## config.mk

```make
export PLATFORM = sky130hd
export DESIGN_NAME = dmem_arbiter
export DESIGN_NICKNAME = d
export VERILOG_FILES = /design/src/rtl/dmem_arbiter_pkg.sv /design/src/rtl/rr_arb2.sv /design/src/rtl/dmem_arbiter.sv
export SDC_FILE = /design/constraint.sdc
export NUM_CORES = 1
export LEC_CHECK = 0
export BUFFER_PORTS_ARGS = -buffer_cell sky130_fd_sc_hd__buf_4
export CAP_MARGIN = 20
export CORE_MARGIN = 3
export CORE_UTILIZATION = 44
export CTS_CLUSTER_DIAMETER = 200
export DETAILED_ROUTE_END_ITERATION = 12
export GPL_TIMING_DRIVEN = 0
export PLACE_DENSITY = 0.8
export SYNTH_ARGS = -nofsm -noshare
export SYNTH_HDL_FRONTEND = slang
export SYNTH_SLANG_ARGS = --single-unit
```

## constraint.sdc

```tcl
create_clock -name clk -period 1.68 [get_ports clk]
set_input_delay 0.336 -clock clk [delete_from_list [all_inputs] [get_ports clk]]
set_output_delay 0.336 -clock clk [all_outputs]
set_load 0.02 [all_outputs]
```

## src/rtl/dmem_arbiter_pkg.sv

```systemverilog
// Shared types and constants for the two-port data-memory arbiter.
package dmem_arbiter_pkg;

  localparam int   DATA_W_DEF = 32;
  localparam logic PORT_CPU   = 1'b0;
  localparam logic PORT_DMA   = 1'b1;

  typedef enum logic [1:0] {
    IDLE   = 2'd0,
    ACCESS = 2'd1,
    RESP   = 2'd2
  } state_e;

  function automatic logic [1:0] port_onehot(input logic port);
    return (port == PORT_DMA) ? 2'b10 : 2'b01;
  endfunction

endpackage

```

## src/rtl/rr_arb2.sv

```systemverilog
// Two-way round-robin grant: on a tie the port not served last wins.
module rr_arb2 (
  input  logic [1:0] valid,
  input  logic       last_grant,
  output logic       gnt_valid,
  output logic       gnt_idx
);

  always_comb begin
    gnt_valid = |valid;
    if (valid == 2'b11) gnt_idx = ~last_grant;
    else                gnt_idx = valid[1] & ~valid[0];
  end

endmodule

```

## src/rtl/dmem_arbiter.sv

```systemverilog
// Round-robin arbiter and one-cycle access sequencer in front of a single-port
// data memory, with a registered valid/ready response back to the granted port.
module dmem_arbiter
  import dmem_arbiter_pkg::*;
#(
  parameter int DATA_W    = DATA_W_DEF,
  parameter int MEM_WORDS = 256
) (
  input  logic              clk,
  input  logic              reset_n,
  input  logic [1:0]        req_valid,
  output logic [1:0]        req_ready,
  input  logic              req_we0,
  input  logic              req_we1,
  input  logic [31:0]       req_addr0,
  input  logic [31:0]       req_addr1,
  input  logic [DATA_W-1:0] req_wdata0,
  input  logic [DATA_W-1:0] req_wdata1,
  output logic [1:0]        rsp_valid,
  input  logic [1:0]        rsp_ready,
  output logic [DATA_W-1:0] rsp_rdata,
  output logic              rsp_err,
  output logic              mem_we,
  output logic              mem_re,
  output logic [31:0]       mem_addr,
  output logic [DATA_W-1:0] mem_wdata,
  input  logic [DATA_W-1:0] mem_rdata
);

  localparam logic [31:0] ADDR_LIMIT = 32'(4 * MEM_WORDS);

  state_e              state_q, state_d;
  logic                last_grant_q;
  logic                port_q, we_q, err_q;
  logic [31:0]         addr_q;
  logic [DATA_W-1:0]   wdata_q, rdata_q;

  logic                gnt_valid, gnt_idx;
  logic                sel_we, sel_err, accept;
  logic [31:0]         sel_addr;
  logic [DATA_W-1:0]   sel_wdata;

  rr_arb2 u_arb (
    .valid      (req_valid),
    .last_grant (last_grant_q),
    .gnt_valid  (gnt_valid),
    .gnt_idx    (gnt_idx)
  );

  assign sel_we    = gnt_idx ? req_we1    : req_we0;
  assign sel_addr  = gnt_idx ? req_addr1  : req_addr0;
  assign sel_wdata = gnt_idx ? req_wdata1 : req_wdata0;
  assign sel_err   = (sel_addr[1:0] != 2'b00) || (sel_addr >= ADDR_LIMIT);
  assign accept    = |req_ready;

  always_ff @(posedge clk or negedge reset_n) begin
    if (!reset_n) state_q <= IDLE;
    else          state_q <= state_d;
  end

  // req_ready is masked by reset_n so nothing is offered while reset is held
  always_comb begin
    state_d   = state_q;
    req_ready = 2'b00;
    rsp_valid = 2'b00;
    mem_we    = 1'b0;
    mem_re    = 1'b0;
    unique case (state_q)
      IDLE: begin
        if (gnt_valid && reset_n) begin
          req_ready = port_onehot(gnt_idx);
          state_d   = sel_err ? RESP : ACCESS;
        end
      end
      ACCESS: begin
        mem_we  = we_q;
        mem_re  = ~we_q;
        state_d = RESP;
      end
      RESP: begin
        rsp_valid = port_onehot(port_q);
        if (rsp_ready[port_q]) state_d = IDLE;
      end
      default: state_d = IDLE;
    endcase
  end

  always_ff @(posedge clk or negedge reset_n) begin
    if (!reset_n) begin
      last_grant_q <= PORT_DMA;
      port_q       <= PORT_CPU;
      we_q         <= 1'b0;
      err_q        <= 1'b0;
      addr_q       <= '0;
      wdata_q      <= '0;
      rdata_q      <= '0;
    end else if (accept) begin
      last_grant_q <= gnt_idx;
      port_q       <= gnt_idx;
      we_q         <= sel_we;
      err_q        <= sel_err;
      addr_q       <= sel_addr;
      wdata_q      <= sel_wdata;
      rdata_q      <= '0;
    end else if (state_q == ACCESS) begin
      rdata_q      <= we_q ? '0 : mem_rdata;
    end
  end

  assign mem_addr  = addr_q;
  assign mem_wdata = wdata_q;
  assign rsp_rdata = rdata_q;
  assign rsp_err   = err_q;

endmodule

```

# Yosys cells after proc, flatten, opt, wreduce, memory -nomap -nowiden
# Index checks and enable logic that the tools add are counted.
# word_totals
regBits	102
latchBits	0
ramBits	0
rom_bits	0
output_inout_bits	103
wordCells	47
n_memories	0
# classes
n_addsub	0
n_mul	0
div	0
magnitude_cmp	2
eq_ne	5
shift	0
mux	20
bitwise	4
n_reduce_logical	8
# ops
operator	count
two-way mux 32 bit	5
>= comparator 32 x 11 -> 1 bit, second input constant	1
two-way mux 2 bit	8
two-way mux 1 bit	6
one-hot mux 2 bit (3 select lines)	1
== test 2 bit, second input constant	2
inequality test 2 bit, second input constant	2
nonzero test 2 bit	2
OR reduction 2 bit	2
inverter 1 bit	3
== test 2 x 1 -> 1 bit, second input constant	1
logical NOT 2 bit	1
< comparator 1 x 2 -> 1 bit, second input constant	1
AND reduction 2 bit	1
bitwise AND 1 bit	1
logical AND 1 bit	1
logical OR 1 bit	1

# Logic depth before layout (Yosys ltp)
# Gate-level depths: netlist of run 1.
# depth
ltp_word	9
depth_mapped	7
ltp_nobuf	4

# Cells and area by module
# From an unflattened synthesis of run 1, not the netlist that was laid out.
# hier_totals
hier_cells	402
hier_area_um2	4496.8
# modules_own_cells
module	instances	cells_each	area_per_inst_um2	seq_area_each_um2
dmem_arbiter	1	400	4483.0	2553.7
rr_arb2	1	2	13.8	0.0

# Worst setup path after synthesis of run 1
# OpenSTA, ideal clock, no wires.
# synth_path
kind	register -> output
startpoint	register state_q[1]
endpoint	output port req_ready[0]
arrival_time_ps	1238
t_required_ps	1344
path_slack_ps	106
path_stages_with_launch	6
path_cell_list	dfrtp_1 nor2_2 nand2b_2 buf_6 buf_2 nor2_1
# synth_via
elab_chain_len	2
# synth_lines
item	line_no	source
start: declaration	dmem_arbiter.sv:32	state_e state_q, state_d;
start signal: assignment	dmem_arbiter.sv:58	else state_q <= state_d;
logical NOT 2 bit	dmem_arbiter.sv:68	unique case (state_q)
two-way mux 2 bit	dmem_arbiter.sv:68	
end: declaration	dmem_arbiter.sv:12	output logic [1:0] req_ready,
# Every way passes these cells.

# Final worst setup path of run 1
# layout_path
startpoint	register state_q[1]
endpoint	output port req_ready[1]
# Same word-level chain as after synthesis.

==> flow_summary_export.csv, run 1 <==
group,metric,value,unit
run_status,status,"complete, but fails checks",
run_status,violations,"negative setup slack",
setup_path,reg2reg_to,"state_q[1]",
global_route,grt_pass1_vias,4321,
sta,worst_slack,-0.0577,ns
logic_synthesis,yosys.area.top_type_share,55.9,%
setup_path,slowest_delay,0.44,ns
detailed_routing,drc,0,
floorplanning,dieHeight,107,um
cts,clock-sinks,102,
sta,worstMarginPinSlew,0.629,ns
cells_and_area,layout_common_cells,"278 x buf_4, 99 x dfrtp_1, 66 x nand2_1",
detailed_routing,vias_per_cell,5.18,
logic_synthesis,synth_top_family_by_area,"compound AO/OA/AOI/OAI gates",
logic_synthesis,synthSimpleGateAreaFrac,9.30,%
logic_synthesis,muxShareOfSynthArea,14.6,%
worst_hold_path,hold_path_class,"in2async",
floorplanning,core,9860,sq um
logic_synthesis,netlist_top_cells_area,"dfrtp_1 56%, mux2i_1 15%, a22o_1 6.2%, o21ai_0 5.5%, nand2_1 5.5%",
cts,cts_tree,"done",
power_and_ir_drop,net-switching-power,3.26,mW
power_and_ir_drop,p_per_area,1170,nW/um^2
logic_synthesis,syn_area,4520,sq um
floorplanning,die_area,11500,sq um
logic_synthesis,avgSynthCellArea,11.4,sq um
sta,relSlewSlack,57.9,%
cells_and_area,nets,869,
setup_path,path_cells,"nor2_4 > nand2b_4 > buf_8 > nor2_4 > buf_6",
sta,final_max_slew_viol_count,0,
logic_synthesis,syn-num-nets,563,
cts,htree_levels,3,
power_and_ir_drop,internal_power,5.36,mW
cells_and_area,nFillCells,688,
sta,min_period_over_period,103,%
setup_path,timing.rr.start,"last_grant_q",
floorplanning,fp.dieW,107,um
setup_path,rr_worst_depth,5,
logic_synthesis,synth_compound_area_share,14.9,%
logic_synthesis,synth_cell_types,28,
cells_and_area,regArea,2560,sq um
detailed_routing,routed_wl,15200,um
cells_and_area,instances_no_fill,839,
setup_path,crit_arrival,1.40,ns
detailed_routing,ant_nets,0,
logic_synthesis,synth.largest_area_cell,"dfrtp_1",
cts,cts-root-buf,"clkbuf_8",
cells_and_area,final_area,7380,sq um
logic_synthesis,synthAdderAreaFrac,0,%
global_route,grtUsageTotal,25.4,%
placement,hpwlAfterDp,11400,um
detailed_routing,dr.first_iter.drc_count,189,
floorplanning,rows,36,
sta,final-setup-viol-count,4,
cells_and_area,final_common_cell,"buf_4",
placement,numPortBuffers,270,
setup_path,cp_max_fo,6,
power_and_ir_drop,vdd_drop_max,830,uV
run,cap_violations,0,
detailed_routing,drtPass1Iterations,4,
floorplanning,start_util,45.8,%
power_and_ir_drop,power.share.clock,16.6,%
global_route,overflow,0,
logic_synthesis,synthCells,395,
placement,pre_cts_slack,-0.882,ns
cells_and_area,antenna_cells,0,
sta,clock.fmax,575,MHz
placement,place_area,6740,sq um
cells_and_area,drive_above_1_share,49.4,%
setup_path,path_class,"reg2out",
power_and_ir_drop,seq_power_share,40.4,%
logic_synthesis,ys_warn_count,0,
power_and_ir_drop,p_sw_share,37.8,%
setup_path,cp-start-kind,"register",
global_route,antenna_found_initial,0,
cells_and_area,syn2layout_area_growth,63.4,%
global_route,grt_pass1_wl,22500,um
cells_and_area,multiInputGateArea,1830,sq um
setup_path,critPathCaptureType,"primary output",
cts,clk_latency,0.36,ns
sta,hold_viol,0,
logic_synthesis,synth_seq_area_share,56.5,%
floorplanning,io_pins,271,
logic_synthesis,synth_seq_cells,102,
placement,dpl.cell_count,799,
power_and_ir_drop,p_total,8.62,mW
cts,cts_buffers,9,
power_and_ir_drop,power.leakage,3.94,nW
detailed_routing,wire_per_inst,18.1,um
placement,gp_congestion,0.864,
setup_path,cpMaxStageDelayCell,"dfrtp_2",
cts,clock_path_buffers,2,
sta,final.min_clock_period,1.74,ns
cells_and_area,final_util,74.8,%
setup_path,crit_start,"state_q[1]",
setup_path,cpMostUsedCell,"nor2_4",
power_and_ir_drop,comb_power_share,43.0,%
setup_path,crit_required,1.34,ns
global_route,grt_max_degree,27,
logic_synthesis,synth-xor-area-share,0,%
setup_path,r2r_slack,0.11,ns
sta,grt_setup_unrepaired,"yes",
sta,finClkSkew,0.0144,ns
detailed_routing,vias,4349,
cts,clk_pin_slew_worst_paths,0.10,ns
## flip-flops by register name (all words and copies together) (netlist names)
name and count:
last_grant_q 1, mem_addr 32, mem_wdata 32, port_q 1, rsp_err 1, rsp_rdata 32, state_q 2, we_q 1
## stage by stage
step,hold WS [ns],setup TNS [ns]
5_1_grt,0.00544,-0.505
4_1_cts,-0.234,-0.393
3_3_place_gp,0.464,-83.28
3_5_place_dp,0.401,-58.63
2_1_floorplan,0.0404,0
6_report,0.0236,-0.148
## kinds of logic (layout without fill, tap and decap cells)
family / count (synthesis) / count (layout)
compound gates: 106 / 106
flops: 102 / 102
simple gates: 92 / 92
mux: 66 / 66
buf+inv: 29 / 340
## area by class of cell
type	instances	share of cell area, %
Clock buffer	9	1.68
Tap cell	133	2.25
Sequential cell	102	34.6
Timing Repair Buffer	297	32.8
Multi-Input combinational cell	264	24.7
Buffer	26	3.07
Inverter	1	0.0847
Clock inverter	7	0.763
## repair_timing
action | CTS | global route
endpoints found under the hold margin | 62 | 23
pin swaps | 4 | 4
gates cloned | 4 | 0
setup endpoints to repair | 102 | 53
resized for setup | 28 | 14
buffers inserted | 9 | 8
hold buffers | 3 | 2
## Yosys cell counts
library cell,count
nand4_1,2
o22ai_1,1
clkbuf_1,3
nand2b_2,1
a21o_1,3
dfstp_2,1
a21bo_2,1
nor2_1,1
nand2_1,66
and3_1,1
nor3b_1,2
inv_1,1
nor3_4,1
o21ai_0,50
buf_6,11
a22o_1,32
a22oi_1,1
nor4_1,12
nor2_2,2
buf_2,10
buf_4,1
mux2i_1,66
clkbuf_2,3
a21boi_2,1
nand3_1,3
dfrtp_1,101
o21ai_1,17
and2b_1,1
## power groups by stage
| stage | registers [mW] | clock network, mW | logic, mW |
|---|---|---|---|
| after floorplan | 4.22 | 0 | 1.00 |
| after global placement | 3.49 | 0 | 3.42 |
| after detailed placement | 3.51 | 0 | 3.50 |
| after CTS | 3.47 | 1.46 | 3.69 |
| after global routing | 3.57 | 1.56 | 3.96 |
| final | 3.48 | 1.43 | 3.71 |
## how the worst max path moves through the flow
stage	endpoint	slack [ns]	depth (start not counted)
finish	req_ready[1]	-0.06	5
global route	req_ready[1]	-0.14	5
CTS	req_ready[1]	-0.14	6
detailed placement	req_ready[0]	-0.88	8
global placement	req_ready[1]	-1.14	7
floorplan	req_ready[0]	0.11	5
## critical path, delay by kind of cell, from the launching register on
kind	cells	cell delay [ns]
simple gates	3	0.33
buf+inv	2	0.26
flops	1	0.44
## routing by layer
| metal | vias up | routed length, um | track usage [%] |
|---|---|---|---|
| met5 | - | 0 | 0 |
| met4 | 0 | 385 | 8.84 |
| met3 | 33 | 1030 | 4.92 |
| met2 | 190 | 7960 | 45.6 |
| met1 | 2096 | 5850 | 30.4 |
| li1 | 2030 | - | - |
(Power assumes the default switching activity.)
==> run 2, diff against run 1 <==
Settings changed: REMOVE_ABC_BUFFERS set to 1.
==> run 2 against run 1 <==
  * The run still ends with negative setup slack left
  * Core utilization shrank 0.89 points
  * Combinational power about the same
  * Sequential share of layout area grew 0.42 points
  * Critical path depth unchanged
  * Worst hold slack improved by 0.012 ns
  * Clock-buffer cell count did not move
  * Clock skew is 0.0037 ns lower
  * Global-route usage rose by 0.84 points
  * Clock power increased by 18%
==> flow_summary_export.csv, run 2 (synthesis results as in run 1) <==
group,metric,value,unit
setup_path,crit_arrival,1.48,ns
floorplanning,dieHeight,107,um
sta,final-setup-viol-count,5,
setup_path,critPathBufInv,2,
floorplanning,start_util,45.8,%
cts,cts_tree,"done",
setup_path,path_class,"reg2out",
cells_and_area,antenna_cells,0,
run,cap_violations,0,
sta,final.min_clock_period,1.81,ns
global_route,grtUsageTotal,26.3,%
placement,gp_congestion,0.845,
placement,hpwlAfterDp,10000,um
power_and_ir_drop,p_per_area,1220,nW/um^2
sta,worstMarginPinSlew,0.840,ns
setup_path,critPathCaptureType,"primary output",
power_and_ir_drop,p_total,8.88,mW
floorplanning,die_area,11500,sq um
detailed_routing,routed_wl,15400,um
sta,worst_slack,-0.134,ns
placement,numPortBuffers,270,
cells_and_area,layout_common_cells,"276 x buf_4, 99 x dfrtp_1, 66 x nand2_1",
cells_and_area,instances_no_fill,816,
sta,min_period_over_period,108,%
cells_and_area,drive_above_1_share,48.6,%
sta,final_max_slew_viol_count,0,
global_route,overflow,0,
cts,clock_path_buffers,2,
placement,dpl.cell_count,773,
detailed_routing,drc,0,
detailed_routing,ant_nets,0,
run_status,violations,"negative setup slack",
run_status,status,"complete, but fails checks",
cells_and_area,nets,846,
cts,clk_pin_slew_worst_paths,0.09,ns
floorplanning,rows,36,
cts,clk_latency,0.36,ns
power_and_ir_drop,power.leakage,3.88,nW
setup_path,slowest_delay,0.44,ns
global_route,gr-usage-met1,32.1,%
cells_and_area,final_common_cell,"buf_4",
global_route,top_usage_layer,"met2",
setup_path,cp-start-kind,"register",
cts,cts_buffers,9,
power_and_ir_drop,vdd_drop_max,651,uV
cts,htree_levels,3,
setup_path,cpMostUsedCell,"nor2_4",
global_route,grt_pass1_vias,4365,
sta,hold_viol,0,
global_route,grt_pass1_wl,23200,um
detailed_routing,vias,4280,
detailed_routing,drtPass1Iterations,4,
detailed_routing,wire_per_inst,18.9,um
detailed_routing,vias_per_cell,5.25,
sta,grt_setup_unrepaired,"yes",
floorplanning,io_pins,271,
setup_path,crit_required,1.34,ns
detailed_routing,dr.first_iter.drc_count,237,
global_route,use_met2,44.9,%
setup_path,critPathTopFamily,"flip-flops",
sta,relSlewSlack,43.8,%
setup_path,path_cells,"nor2_4 > nand2b_4 > buf_16 > nor2_4 > buf_6",
cells_and_area,multiInputGateArea,1870,sq um
setup_path,cp_max_fo,4,
cts,cts-root-buf,"clkbuf_8",
worst_hold_path,hold_path_class,"in2async",
setup_path,cpMaxStageDelayCell,"dfrtp_2",
cts,clock-sinks,102,
floorplanning,core,9860,sq um
global_route,antenna_found_initial,0,
sta,finClkSkew,0.0107,ns
cells_and_area,regArea,2560,sq um
global_route,grt_util_met3,6.66,%
cells_and_area,nFillCells,707,
global_route,grt_max_degree,37,
cells_and_area,syn2layout_area_growth,61.4,%
sta,clock.fmax,551,MHz
floorplanning,fp.dieW,107,um
[run 2: where the power goes]
part	switching (mW)	internal, mW
Sequential	0.397	3.09
Combinational	2.01	1.69
Clock	0.847	0.844
[run 2: worst register-to-register path, stage by stage, from the launching register on]
cell,delay [ns]
dfstp_2,0.59
buf_4,0.15
a21bo_2,0.45
mux2i_1,0.27
o21ai_1,0.07
[run 2: layout make-up]
cell class | instances | share of cell area (%)
Clock inverter | 7 | 1.34
Sequential cell | 102 | 35.0
Tap cell | 133 | 2.28
Inverter | 1 | 0.154
Multi-Input combinational cell | 268 | 25.6
Timing Repair Buffer | 296 | 33.9
Clock buffer | 9 | 1.70
[run 2: metrics by stage]
stage / utilization, % / TNS, ns / setup WS [ns] / hold slack, ns / area [sq um]
after floorplan: - / -40.53 / -0.724 / 0.0404 / 4310
after global placement: 65.9 / -159.92 / -2.21 / 0.463 / 6500
after detailed placement: 66.7 / -67.76 / -1.10 / 0.294 / 6580
after CTS: 72.9 / -0.459 / -0.122 / 0.0153 / 7190
after global routing: 74.0 / -1.39 / -0.193 / 0.0173 / 7300
final: 74.0 / -0.275 / -0.134 / 0.0360 / 7300
[run 2: path summary, 6_finish.rpt]
path,start,endpoint,slack (ns),depth (start not counted)
max,state_q[1],req_ready[1],-0.13,5
min,reset_n,port_q,0.04,2
max reg2reg,last_grant_q,mem_wdata[24],0.03,4
min reg2reg,mem_wdata[15],mem_wdata[15],0.49,2
max in group asynchronous,reset_n,mem_addr[1],0.41,3
min in group clk,mem_rdata[11],rsp_rdata[11],0.19,2
[run 2: what timing repair did]
| action | CTS | global route |
|---|---|---|
| setup endpoints to repair | 106 | 57 |
| hold buffers | 4 | 1 |
| hold endpoints to repair | 31 | 1 |
| buffers inserted | 10 | 3 |
| resized for setup | 19 | 14 |
| pin swaps | 3 | 4 |
| gates cloned | 8 | 1 |
[run 2: per-layer routing]
metal | up-vias | routed length, um
met5 | - | 0
met4 | 0 | 317
met3 | 24 | 1210
met2 | 201 | 7810
met1 | 2063 | 6090
li1 | 1992 | -
